--- config.mk ---
export PLATFORM = sky130hd
export DESIGN_NAME = adder_share_scheduler
export DESIGN_NICKNAME = d
export VERILOG_FILES = /design/src/rtl/adder_sched_pkg.sv /design/src/rtl/adder_sched_tag_fifo.sv /design/src/rtl/adder_share_scheduler.sv
export SDC_FILE = /design/constraint.sdc
export NUM_CORES = 1
export LEC_CHECK = 0
export BUFFER_PORTS_ARGS = -buffer_cell sky130_fd_sc_hd__buf_4
export CELL_PAD_IN_SITES_DETAIL_PLACEMENT = 1
export CELL_PAD_IN_SITES_GLOBAL_PLACEMENT = 1
export CORE_ASPECT_RATIO = 1.4
export CORE_MARGIN = 3
export CORE_UTILIZATION = 37
export DETAILED_ROUTE_END_ITERATION = 8
export HOLD_SLACK_MARGIN = 0.02
export PLACE_DENSITY_LB_ADDON = 0.1
export SLEW_MARGIN = 40
export SYNTH_ARGS = -nofsm -noshare
export SYNTH_HDL_FRONTEND = slang
export SYNTH_HIERARCHICAL = 1
export SYNTH_SLANG_ARGS = --single-unit
--- constraint.sdc ---
create_clock -name clk -period 7.6 [get_ports clk]
set_clock_uncertainty 0.1 [all_clocks]
set_input_delay 1.52 -clock clk [delete_from_list [all_inputs] [get_ports clk]]
set_output_delay 1.52 -clock clk [all_outputs]
set_load 0.005 [all_outputs]
--- src/rtl/adder_sched_pkg.sv ---
`default_nettype none
// ============================================================================
// Module  : adder_sched_pkg
// Purpose : Shared constants, FSM state type and the cyclic priority search
//           used by the adder share scheduler.
// Revision: 1.0 - initial release
// ============================================================================
package adder_sched_pkg;

  localparam int FP32_WIDTH         = 32;
  localparam int DEFAULT_VECTOR_LEN = 33;
  // Widest requester vector the priority search handles.
  localparam int MAX_REQ            = 16;

  typedef enum logic [0:0] {
    IDLE   = 1'b0,
    STREAM = 1'b1
  } sched_state_t;

  // Returns the first set bit of req at or after ptr, wrapping at num_req.
  // Scanning from the far end downwards lets the closest match win last.
  // Callers only use the result when at least one request bit is set.
  function automatic logic [3:0] rr_pick(
    input logic [MAX_REQ-1:0] req,
    input logic [3:0]         ptr,
    input int                 num_req
  );
    logic [3:0] pick;
    logic [3:0] idx4;
    int         idx;
    pick = ptr;
    for (int i = MAX_REQ - 1; i >= 0; i--) begin
      if (i < num_req) begin
        idx  = (int'(ptr) + i) % num_req;
        idx4 = idx[3:0];
        if (req[idx4]) pick = idx4;
      end
    end
    return pick;
  endfunction

endpackage
`default_nettype wire

--- src/rtl/adder_sched_tag_fifo.sv ---
`default_nettype none
// ============================================================================
// Module  : adder_sched_tag_fifo
// Purpose : In-order FIFO of requester IDs for frames in flight in the adder.
//           A push while full is accepted only when a pop happens in the same
//           cycle.  DEPTH must be a power of two, at least 2.
// Ports   : clk, rst_n  - clock, asynchronous active-low reset
//           push, din   - write a tag
//           pop, dout   - read/remove the head tag (dout is the head)
//           full, empty - occupancy flags
//           count       - number of stored tags
// Revision: 1.0 - initial release
// ============================================================================
module adder_sched_tag_fifo #(
  parameter int WIDTH = 2,
  parameter int DEPTH = 4
) (
  input  logic                       clk,
  input  logic                       rst_n,
  input  logic                       push,
  input  logic                       pop,
  input  logic [WIDTH-1:0]           din,
  output logic [WIDTH-1:0]           dout,
  output logic                       full,
  output logic                       empty,
  output logic [$clog2(DEPTH+1)-1:0] count
);

  localparam int AW = $clog2(DEPTH);
  localparam int CW = $clog2(DEPTH + 1);

  logic [WIDTH-1:0] mem [DEPTH];
  logic [AW-1:0]    wr_ptr;
  logic [AW-1:0]    rd_ptr;
  logic             do_push;
  logic             do_pop;

  assign empty   = (count == '0);
  assign full    = (count == CW'(DEPTH));
  assign do_pop  = pop && !empty;
  assign do_push = push && (!full || do_pop);
  assign dout    = mem[rd_ptr];

  always_ff @(posedge clk) begin
    if (do_push) mem[wr_ptr] <= din;
  end

  always_ff @(posedge clk or negedge rst_n) begin
    if (!rst_n) begin
      wr_ptr <= '0;
      rd_ptr <= '0;
      count  <= '0;
    end else begin
      if (do_push) wr_ptr <= wr_ptr + 1'b1;
      if (do_pop)  rd_ptr <= rd_ptr + 1'b1;
      case ({do_push, do_pop})
        2'b10:   count <= count + 1'b1;
        2'b01:   count <= count - 1'b1;
        default: count <= count;
      endcase
    end
  end

endmodule
`default_nettype wire

--- src/rtl/adder_share_scheduler.sv ---
`default_nettype none
// ============================================================================
// Module  : adder_share_scheduler
// Purpose : Round-robin sharing of one 33-input fp32 adder between NUM_REQ
//           requesters.  A winner is granted for exactly VECTOR_LEN cycles and
//           its words are streamed contiguously to the adder; each frame's
//           owner ID is queued so returning sums come back labelled.
// Ports   : clk, rst_n              - clock, asynchronous active-low reset
//           i_req, i_data           - per-requester request and data word
//           o_grant                 - one-hot grant (held for a whole frame)
//           o_add_valid, o_add_data - beat stream into the adder
//           i_add_valid, i_add_data - adder result
//           o_res_valid, o_res_data, o_res_id - tagged result
//           o_busy                  - streaming or results still outstanding
//           o_err                   - sticky error (ADDER_SCHED_ERR_EN only)
// Config  : `define ADDER_SCHED_ERR_EN adds o_err, set on a result arriving
//           with no frame outstanding or on a tag overflow attempt.
// Revision: 1.0 - initial release
// ============================================================================
module adder_share_scheduler
  import adder_sched_pkg::*;
#(
  parameter int NUM_REQ    = 4,
  parameter int DATA_WIDTH = FP32_WIDTH,
  parameter int VECTOR_LEN = DEFAULT_VECTOR_LEN,
  parameter int TAG_DEPTH  = 4
) (
  input  logic                          clk,
  input  logic                          rst_n,
  input  logic [NUM_REQ-1:0]            i_req,
  input  logic [NUM_REQ*DATA_WIDTH-1:0] i_data,
  output logic [NUM_REQ-1:0]            o_grant,
  output logic                          o_add_valid,
  output logic [DATA_WIDTH-1:0]         o_add_data,
  input  logic                          i_add_valid,
  input  logic [DATA_WIDTH-1:0]         i_add_data,
  output logic                          o_res_valid,
  output logic [DATA_WIDTH-1:0]         o_res_data,
  output logic [$clog2(NUM_REQ)-1:0]    o_res_id,
  output logic                          o_busy
`ifdef ADDER_SCHED_ERR_EN
  ,
  output logic                          o_err
`endif
);

  localparam int ID_W   = $clog2(NUM_REQ);
  localparam int CNT_W  = $clog2(VECTOR_LEN);
  localparam int FCNT_W = $clog2(TAG_DEPTH + 1);
  localparam logic [CNT_W-1:0] LAST_BEAT = CNT_W'(VECTOR_LEN - 1);

  sched_state_t        state, state_nxt;
  logic [ID_W-1:0]     rr_ptr, rr_ptr_nxt;
  logic [ID_W-1:0]     cur_id, cur_id_nxt;
  logic [CNT_W-1:0]    beat, beat_nxt;
  logic [NUM_REQ-1:0]  grant_nxt;
  logic [ID_W-1:0]     winner;
  logic [MAX_REQ-1:0]  req_pad;
  logic                any_req;
  logic                can_start;
  logic                launch;
  logic                tag_push;
  logic                tag_pop;
  logic                tag_full;
  logic                tag_empty;
  logic [ID_W-1:0]     tag_head;
  logic [FCNT_W-1:0]   tag_count;
  logic [DATA_WIDTH-1:0] sel_data;

  // --------------------------------------------------------------------------
  // Arbitration
  // --------------------------------------------------------------------------
  always_comb begin
    req_pad = '0;
    req_pad[NUM_REQ-1:0] = i_req;
  end

  assign any_req = |i_req;
  assign winner  = ID_W'(rr_pick(req_pad, 4'(rr_ptr), NUM_REQ));
  assign tag_pop = i_add_valid && !tag_empty;
  // A full FIFO still accepts a new tag when the head leaves this same cycle.
  assign can_start = any_req && (!tag_full || tag_pop);

  // --------------------------------------------------------------------------
  // FSM: next state, grant and beat counter
  // --------------------------------------------------------------------------
  always_comb begin
    state_nxt  = state;
    rr_ptr_nxt = rr_ptr;
    cur_id_nxt = cur_id;
    beat_nxt   = beat;
    grant_nxt  = o_grant;
    launch     = 1'b0;

    case (state)
      IDLE: begin
        beat_nxt = '0;
        if (can_start) begin
          state_nxt = STREAM;
          launch    = 1'b1;
        end
      end
      STREAM: begin
        if (beat == LAST_BEAT) begin
          // Wrapping exactly here keeps back-to-back frames aligned to the
          // adder's VECTOR_LEN framing with no idle beat in between.
          beat_nxt = '0;
          if (can_start) begin
            launch = 1'b1;
          end else begin
            state_nxt = IDLE;
            grant_nxt = '0;
          end
        end else begin
          beat_nxt = beat + 1'b1;
        end
      end
      default: begin
        state_nxt = IDLE;
        grant_nxt = '0;
        beat_nxt  = '0;
      end
    endcase

    if (launch) begin
      cur_id_nxt = winner;
      rr_ptr_nxt = (winner == ID_W'(NUM_REQ - 1)) ? '0 : winner + 1'b1;
      for (int k = 0; k < NUM_REQ; k++) begin
        grant_nxt[k] = (winner == ID_W'(k));
      end
    end
  end

  assign tag_push = launch;

  always_ff @(posedge clk or negedge rst_n) begin
    if (!rst_n) begin
      state   <= IDLE;
      rr_ptr  <= '0;
      cur_id  <= '0;
      beat    <= '0;
      o_grant <= '0;
    end else begin
      state   <= state_nxt;
      rr_ptr  <= rr_ptr_nxt;
      cur_id  <= cur_id_nxt;
      beat    <= beat_nxt;
      o_grant <= grant_nxt;
    end
  end

  // --------------------------------------------------------------------------
  // Beat path: forward the granted requester's word one cycle later
  // --------------------------------------------------------------------------
  always_comb begin
    sel_data = '0;
    for (int k = 0; k < NUM_REQ; k++) begin
      if (cur_id == ID_W'(k)) sel_data = i_data[k*DATA_WIDTH +: DATA_WIDTH];
    end
  end

  always_ff @(posedge clk or negedge rst_n) begin
    if (!rst_n) begin
      o_add_valid <= 1'b0;
      o_add_data  <= '0;
    end else begin
      o_add_valid <= |o_grant;
      o_add_data  <= (|o_grant) ? sel_data : '0;
    end
  end

  // --------------------------------------------------------------------------
  // Tag FIFO and result path
  // --------------------------------------------------------------------------
  adder_sched_tag_fifo #(
    .WIDTH (ID_W),
    .DEPTH (TAG_DEPTH)
  ) u_tag_fifo (
    .clk   (clk),
    .rst_n (rst_n),
    .push  (tag_push),
    .pop   (tag_pop),
    .din   (winner),
    .dout  (tag_head),
    .full  (tag_full),
    .empty (tag_empty),
    .count (tag_count)
  );

  always_ff @(posedge clk or negedge rst_n) begin
    if (!rst_n) begin
      o_res_valid <= 1'b0;
      o_res_data  <= '0;
      o_res_id    <= '0;
    end else begin
      // A result with nothing outstanding is dropped: no pulse, no pop.
      o_res_valid <= tag_pop;
      if (tag_pop) begin
        o_res_data <= i_add_data;
        o_res_id   <= tag_head;
      end
    end
  end

`ifdef ADDER_SCHED_ERR_EN
  always_ff @(posedge clk or negedge rst_n) begin
    if (!rst_n) begin
      o_err <= 1'b0;
    end else if ((i_add_valid && tag_empty) || (tag_push && tag_full && !tag_pop)) begin
      o_err <= 1'b1;
    end
  end
`endif

  assign o_busy = (state == STREAM) || (tag_count != '0);

endmodule
`default_nettype wire

Word level (Yosys, flattened, before mapping)
Memories as Yosys holds them, arrays and structs flattened. A register that Yosys moved wholly into a read port is not among the register bits.
Cells that the tools add are included.
{"block": "word_totals", "ff_bits": 88, "latch_bits": 0, "mem_bits_rw": 8, "mem_bits_ro": 0, "out_inout_bits": 73, "wordCells": 96, "n_memories": 1}
{"memory": "u_tag_fifo.mem", "words": 4, "width": 2, "read_ports": 1, "rd_ports_with_merged_regs": 1, "wr": 1, "line_no": "adder_sched_tag_fifo.sv:32", "source": "logic [WIDTH-1:0] mem [DEPTH];"}
{"block": "op_classes", "add_sub_neg": 9, "n_mul": 0, "n_div": 0, "n_lt_le_gt_ge": 4, "n_eq_ne": 11, "shift": 0, "mux": 32, "bitwise": 4, "reduce_logical": 23}
{"op": "$mux W32", "count": 5}
{"op": "$mux W4", "count": 4}
{"op": "$lt A4 B5 Y1 const B", "count": 3}
{"op": "$pmux W6 S2", "count": 1}
{"op": "$eq A2 B2 Y1 const B", "count": 5}
{"op": "$mux W2", "count": 5}
{"op": "$bmux W1 S3", "count": 3}
{"op": "$mux W1", "count": 9}
{"op": "$add A2 B1 Y2 const B", "count": 4}
{"op": "$reduce_or A4 Y1", "count": 2}
{"op": "$add A6 B1 Y6 const B", "count": 1}
{"op": "$eq A2 B1 Y1 const B", "count": 3}
{"op": "$eq A6 B6 Y1 const B", "count": 1}
{"op": "$mux W6", "count": 1}
{"op": "$pmux W3 S2", "count": 1}
{"op": "$reduce_bool A2 Y1", "count": 3}
{"op": "$reduce_or A2 Y1", "count": 3}
{"op": "$lt A2 B5 Y1 const B", "count": 1}
{"op": "$add A2 B2 Y2 const B", "count": 2}
{"op": "$logic_and A1 B1 Y1", "count": 4}
{"op": "$logic_not A2 Y1", "count": 2}
{"op": "$pmux W1 S2", "count": 2}
{"op": "$add A3 B1 Y3 const B", "count": 1}
{"op": "$and A1 B1 Y1 const A", "count": 3}
{"op": "10 further kinds", "count": 14}

Longest topological paths before layout
{"block": "depth", "word_depth": 11, "ltp_mapped": 12, "ltp_nobuf": 10}

Modules after synthesis
The synthesis kept the hierarchy.
{"mod": "adder_share_scheduler", "instances": 1, "cells_each": 331, "area_per_inst_um2": 3907.5, "seq_area_each_um2": 2077.0}
{"mod": "adder_sched_tag_fifo", "instances": 1, "cells_each": 62, "area_per_inst_um2": 810.8, "seq_area_each_um2": 415.4}

Worst setup path after synthesis
OpenSTA, ideal clock, no wires.
{"block": "synth_path", "path_type": "input to register", "from": "input i_add_valid", "to": "register u_tag_fifo.count[2]", "arrival_time_ns": 3.809, "slack_ns": 3.565, "stages": 11, "n_path_buf": 3, "cell_sequence": "nand2b_1 buf_2 clkinv_1 clkbuf_1 clkbuf_1 nand2b_1 or2_2 fa_1 or4bb_2 o22ai_1 a221o_2"}
{"block": "synth_via", "elab_chain_cells": 9, "word_cells_on_any_way": 13, "cone_classes": "eq/ne (2); mux (4); reduce/logical (7)"}
{"item": "start, declared", "line_no": "adder_share_scheduler.sv:35", "source": "input logic i_add_valid,"}
{"item": "$logic_and A1 B1 Y1 *", "line_no": "adder_share_scheduler.sv:80", "source": "assign tag_pop = i_add_valid && !tag_empty;"}
{"item": "net tag_pop", "line_no": "adder_share_scheduler.sv:63", "source": "logic tag_pop;"}
{"item": "$logic_or A1 B1 Y1", "line_no": "adder_share_scheduler.sv:82", "source": "assign can_start = any_req && (!tag_full || tag_pop);"}
{"item": "$logic_and A1 B1 Y1", "line_no": "adder_share_scheduler.sv:82"}
{"item": "$mux W1", "line_no": "adder_share_scheduler.sv:98, adder_share_scheduler.sv:108"}
{"item": "$mux W1", "line_no": "adder_share_scheduler.sv:104", "source": "if (beat == LAST_BEAT) begin"}
{"item": "$pmux W1 S2", "line_no": "adder_share_scheduler.sv:95", "source": "case (state)"}
{"item": "$logic_and A1 B1 Y1", "line_no": "adder_sched_tag_fifo.sv:41", "source": "assign do_push = push && (!full || do_pop);"}
{"item": "$eq A2 B1 Y1 or $eq A2 B2 Y1 (tied branches)", "line_no": "adder_sched_tag_fifo.sv:56", "source": "case ({do_push, do_pop})"}
{"item": "$pmux W3 S2 or $reduce_bool A2 Y1 (tied branches)"}
{"item": "end signal, assigned", "line_no": "adder_sched_tag_fifo.sv:57", "source": "2'b10: count <= count + 1'b1;"}
{"item": "end signal, assigned", "line_no": "adder_sched_tag_fifo.sv:58", "source": "2'b01: count <= count - 1'b1;"}
{"item": "end signal, assigned", "line_no": "adder_sched_tag_fifo.sv:59", "source": "default: count <= count;"}
{"item": "end, declared", "line_no": "adder_sched_tag_fifo.sv:26", "source": "output logic [$clog2(DEPTH+1)-1:0] count"}
Mark *: on every way through the listed nets, which the timed path passes. The rest lies on a longest branch.
A chain may end at the register's enable or synchronous reset.

Final worst setup path
{"block": "layout_path", "from": "input i_add_valid", "to": "register u_tag_fifo.count[2]"}
{"block": "layout_via", "elab_chain_cells": 9, "word_cells_on_any_way": 13, "cone_classes": "eq/ne (2); mux (4); reduce/logical (7)"}
{"item": "$logic_and A1 B1 Y1 *", "line_no": "adder_share_scheduler.sv:80"}
{"item": "$logic_or A1 B1 Y1", "line_no": "adder_share_scheduler.sv:82"}
{"item": "$logic_and A1 B1 Y1", "line_no": "adder_share_scheduler.sv:82"}
{"item": "$mux W1", "line_no": "adder_share_scheduler.sv:98, adder_share_scheduler.sv:108"}
{"item": "$mux W1", "line_no": "adder_share_scheduler.sv:104"}
{"item": "$pmux W1 S2", "line_no": "adder_share_scheduler.sv:95"}
{"item": "$logic_and A1 B1 Y1", "line_no": "adder_sched_tag_fifo.sv:41"}
{"item": "$eq A2 B1 Y1 or $eq A2 B2 Y1 (tied branches)", "line_no": "adder_sched_tag_fifo.sv:56"}
{"item": "$pmux W3 S2 or $reduce_bool A2 Y1 (tied branches)"}
Every way passes the cells marked *; elsewhere a longest branch is shown, timed or not.

==> tab_implementation.tex <==
\begin{tabular}{lr}
\hline
Metric & Value \\
\hline
\multicolumn{2}{l}{\textbf{Run status}} \\
\quad Outcome & finished clean \\
\multicolumn{2}{l}{\textbf{Critical path}} \\
\quad CP Capture Type & flop \\
\quad Startpoint type of the worst setup path & input pin \\
\quad Kind of critical path & in -> reg \\
\quad Worst-path fanout max & 37 \\
\quad Arrival time worst endpoint & 4.37 ns \\
\quad Req. time, crit path & 7.78 ns \\
\quad Worst setup slack for register-to-register paths & 3.85 ns \\
\multicolumn{2}{l}{\textbf{Drt}} \\
\quad 1st-iter DRT viols & 45 \\
\quad Pre-antenna DRT Iters & 4 \\
\quad Number of design rule violations left after detail routing & 0 \\
\quad Wirelength, routed & 14.2 mm \\
\quad Final routed wire length divided by cell count & 18.2 um \\
\quad Via count & 3960 \\
\quad Number of nets with antenna violations after routing & 0 \\
\quad Via count normalized by instance count & 5.07 \\
\multicolumn{2}{l}{\textbf{Power and ir drop}} \\
\quad Clock Power Share & 0.182 \\
\quad Maximum vdd drop & 0.175 mV \\
\quad Share of power burned in registers & 0.378 \\
\quad NetSw & 839 uW \\
\quad Portion of total power attributed to combinational logic & 0.439 \\
\quad Power per cell area & 359 nW/um2 \\
\quad Cell Int Power & 1660 uW \\
\quad Leakage power total & 0.00346 uW \\
\quad Switching share of power & 0.336 \\
\multicolumn{2}{l}{\textbf{Clock network}} \\
\quad Clock tree sinks & 98 \\
\quad Hold bufs inserted after CTS & 0 \\
\quad Worst-path clk slew & 0.06 ns \\
\quad CTS H-tree lvls & 3 \\
\quad Root buf cell & sky130\_fd\_sc\_hd\_\_clkbuf\_16 \\
\quad Number of CTS-inserted buffers & 9 \\
\quad CTS max path bufs & 2 \\
\quad TritonCTS clock tree & done \\
\quad Worst skew pair latency & 0.34 ns \\
\quad Postcts setup bufs & 0 \\
\quad Gates resized, CTS repair & 0 \\
\multicolumn{2}{l}{\textbf{STA}} \\
\quad Setup repair after global routing missed its margin & no \\
\quad Sum of negative setup slack & 0 ns \\
\quad Final Max Slew Viols & 0 \\
\quad Final number of setup-violating endpoints & 0 \\
\quad Highest achievable clock rate & 0.238 GHz \\
\quad Rel. slew slack & 0.494 \\
\quad Transition time at the pin with the least slew margin & 0.759 ns \\
\quad Min Clock Period, post-route & 4.19 ns \\
\quad Share of the clock period used by the worst path & 0.552 \\
\quad Final hold vios & 0 \\
\multicolumn{2}{l}{\textbf{Place}} \\
\quad Cell count after placement & 766 \\
\quad Routability Congestion & 0.781 \\
\quad Input/output buffers & 239 \\
\quad Half-perimeter wire length after placement & 11.0 mm \\
\multicolumn{2}{l}{\textbf{Synth}} \\
\quad Most instantiated flip-flop cell in the synthesis netlist & sky130\_fd\_sc\_hd\_\_dfrtp\_1 \\
\quad List of most frequent post-synthesis cells & sky130\_fd\_sc\_hd\_\_nand2\_1, sky130\_fd\_sc\_hd\_\_dfrtp\_1, sky130\_fd\_sc\_hd\_\_nor2b\_1 \\
\quad Fraction of the yosys area taken by sequential cells & 0.528 \\
\quad Biggest area consumer among synthesized cells & sky130\_fd\_sc\_hd\_\_dfrtp\_1 \\
\quad Ys Warns & 6 \\
\quad Number of unique standard cell types used by synthesis & 44 \\
\quad Leading cell types by total area after synthesis & sky130\_fd\_sc\_hd\_\_dfrtp\_1, sky130\_fd\_sc\_hd\_\_mux4\_2, sky130\_fd\_sc\_hd\_\_nand2\_1 \\
\quad Proportion of synthesized flip-flops having asynchronous set or reset & 0.918 \\
\quad Top-area cell type share of the netlist area & 0.477 \\
\quad Number of enable flip-flop cells after synthesis & 8 \\
\quad Netlist area before placement & 4720 um2 \\
\quad Mux contribution to synthesized area & 0.172 \\
\quad Dominant combinational cell family by area after synthesis & multiplexers \\
\quad Share of the synthesized netlist area taken by xor and xnor gates & 0.0167 \\
\quad Synthesized-area fraction occupied by adder cells & 0.0308 \\
\quad Post-synthesis share of cell area spent on and, or, nand and nor gates & 0.171 \\
\quad Post-Synthesis Mean Instance Area & 12.0 um2 \\
\quad Number of register bits inferred by synthesis & 98 \\
\quad Number of instances in the synthesized netlist & 393 \\
\quad Post-Synthesis Net Count & 571 \\
\quad Most frequently used cell type in the post-synthesis netlist & sky130\_fd\_sc\_hd\_\_nand2\_1 \\
\quad Compound-Gate Fraction of Synth Area & 0.0506 \\
\multicolumn{2}{l}{\textbf{Final layout}} \\
\quad Layout cell share with drive strength beyond 1 & 0.493 \\
\quad Count of fill cells added during filler insertion & 1370 \\
\quad Area Overhead vs Synth & 47.4\% \\
\quad Final \#Nets & 805 \\
\quad Final antenna diode count & 0 \\
\quad Final cell count without fillers & 781 \\
\multicolumn{2}{l}{\textbf{Job}} \\
\quad Maximum capacitance violations & 0 \\
\multicolumn{2}{l}{\textbf{Die}} \\
\quad Die area & 14200 um2 \\
\quad Die Span Y & 140 um \\
\quad Core Box Area & 12400 um2 \\
\quad Overall die width & 101 um \\
\quad Starting density of the core & 0.380 \\
\quad Number of rows in the core area & 48 \\
\quad I/O pin count & 240 \\
\multicolumn{2}{l}{\textbf{GRT}} \\
\quad Combined global-route utilization of all metal layers & 0.207 \\
\quad Pin count of the biggest net entering global routing & 72 \\
\quad Number of antenna violations at the first check in global routing & 0 \\
\quad Wire length of the first global-routing pass & 22.8 mm \\
\quad Via count of the first global-routing pass & 4535 \\
\quad Total grt overflow & 0 \\
\multicolumn{2}{l}{\textbf{Worst hold path}} \\
\quad Class of the worst hold path & reg -> reg \\
\hline
\end{tabular}
==> power by group through the flow <==
stage | Clock [uW] | Combinational, uW | Sequential, uW
CTS | 468 | 1120 | 952
floorplan | 0 | 612 | 903
global route | 490 | 1220 | 981
finish | 455 | 1100 | 944
global placement | 0 | 1070 | 947
detailed placement | 0 | 1110 | 959
==> cells by family after synthesis <==
logic type / Yosys count
xor+xnor: 9
compound gates: 29
fa+ha+maj: 11
mux: 37
simple gates: 174
buf+inv: 35
flops: 98
==> state kept, by name, summed over array words and instances (netlist names) <==
register / count
o_add_data: 32
o_res_data: 32
u_tag_fifo/mem: 8
beat: 6
o_grant: 4
u_tag_fifo/count: 3
cur_id: 2
o_res_id: 2
rr_ptr: 2
u_tag_fifo/rd_ptr: 2
u_tag_fifo/wr_ptr: 2
o_add_valid: 1
o_res_valid: 1
state: 1
==> path summary, 6_finish.rpt <==
check                               startpoint  depth (start not counted)                   to
max                                i_add_valid                         10  u_tag_fifo/count[2]
min                                o_res_id[1]                          2          o_res_id[1]
max reg2reg                u_tag_fifo/count[1]                         10  u_tag_fifo/count[2]
min reg2reg                        o_res_id[1]                          2          o_res_id[1]
max in group asynchronous                rst_n                          2            cur_id[0]
min in group asynchronous                rst_n                          1       o_res_data[13]
==> routing by layer <==
metal / global-route usage / vias up / routed length [um]
met5: 0 / - / 0
met4: 0.0868 / 0 / 446
met3: 0.0567 / 26 / 1160
met2: 0.361 / 184 / 7500
met1: 0.233 / 1946 / 5150
li1: - / 1804 / -
==> per-stage QoR <==
step	utilization	hold WS, ns	power [uW]	cell area [um2]	setup slack [ns]
2_1_floorplan	-	0.352	1520	4720	3.56
3_3_place_gp	0.535	0.359	2020	6650	3.30
3_5_place_dp	0.536	0.372	2060	6660	3.15
4_1_cts	0.559	0.388	2540	6960	3.41
5_1_grt	0.559	0.406	2690	6960	3.20
6_report	0.559	0.380	2500	6960	3.41
==> layout by cell type (no fill, tap or decap), drive strengths merged, types with 3 or more instances in the layout <==
cell    count
a21oi       4
a22o        5
and2        6
buf       244
clkbuf     13
dfrtp      90
edfxtp      8
ha         10
inv        13
mux2        3
mux4       34
nand2     107
nand3       4
nor2       10
nor2b      36
o21ai       7
xnor2       6
xor2        3
==> layout make-up <==
| class | instances | area, um2 | area share |
|---|---|---|---|
| Sequential cell | 98 | 2500 | 0.359 |
| Multi-Input combinational cell | 260 | 2090 | 0.300 |
| Clock inverter | 2 | 37.5 | 0.00540 |
| Inverter | 14 | 52.6 | 0.00756 |
| Clock buffer | 13 | 260 | 0.0374 |
| Tap cell | 150 | 188 | 0.0270 |
| Timing Repair Buffer | 244 | 1840 | 0.264 |
==> worst max-delay path, stage by stage <==
cell and delay (ns):
sky130_fd_sc_hd__buf_4 0.08, sky130_fd_sc_hd__nand2b_1 0.04, sky130_fd_sc_hd__buf_4 0.25, sky130_fd_sc_hd__a22oi_1 0.37, sky130_fd_sc_hd__and2_1 0.69, sky130_fd_sc_hd__or2_2 0.25
sky130_fd_sc_hd__fa_1 0.23, sky130_fd_sc_hd__or4bb_2 0.62, sky130_fd_sc_hd__o22ai_1 0.17, sky130_fd_sc_hd__a221o_2 0.13
No activity file was read; power rests on OpenSTA's default activity.
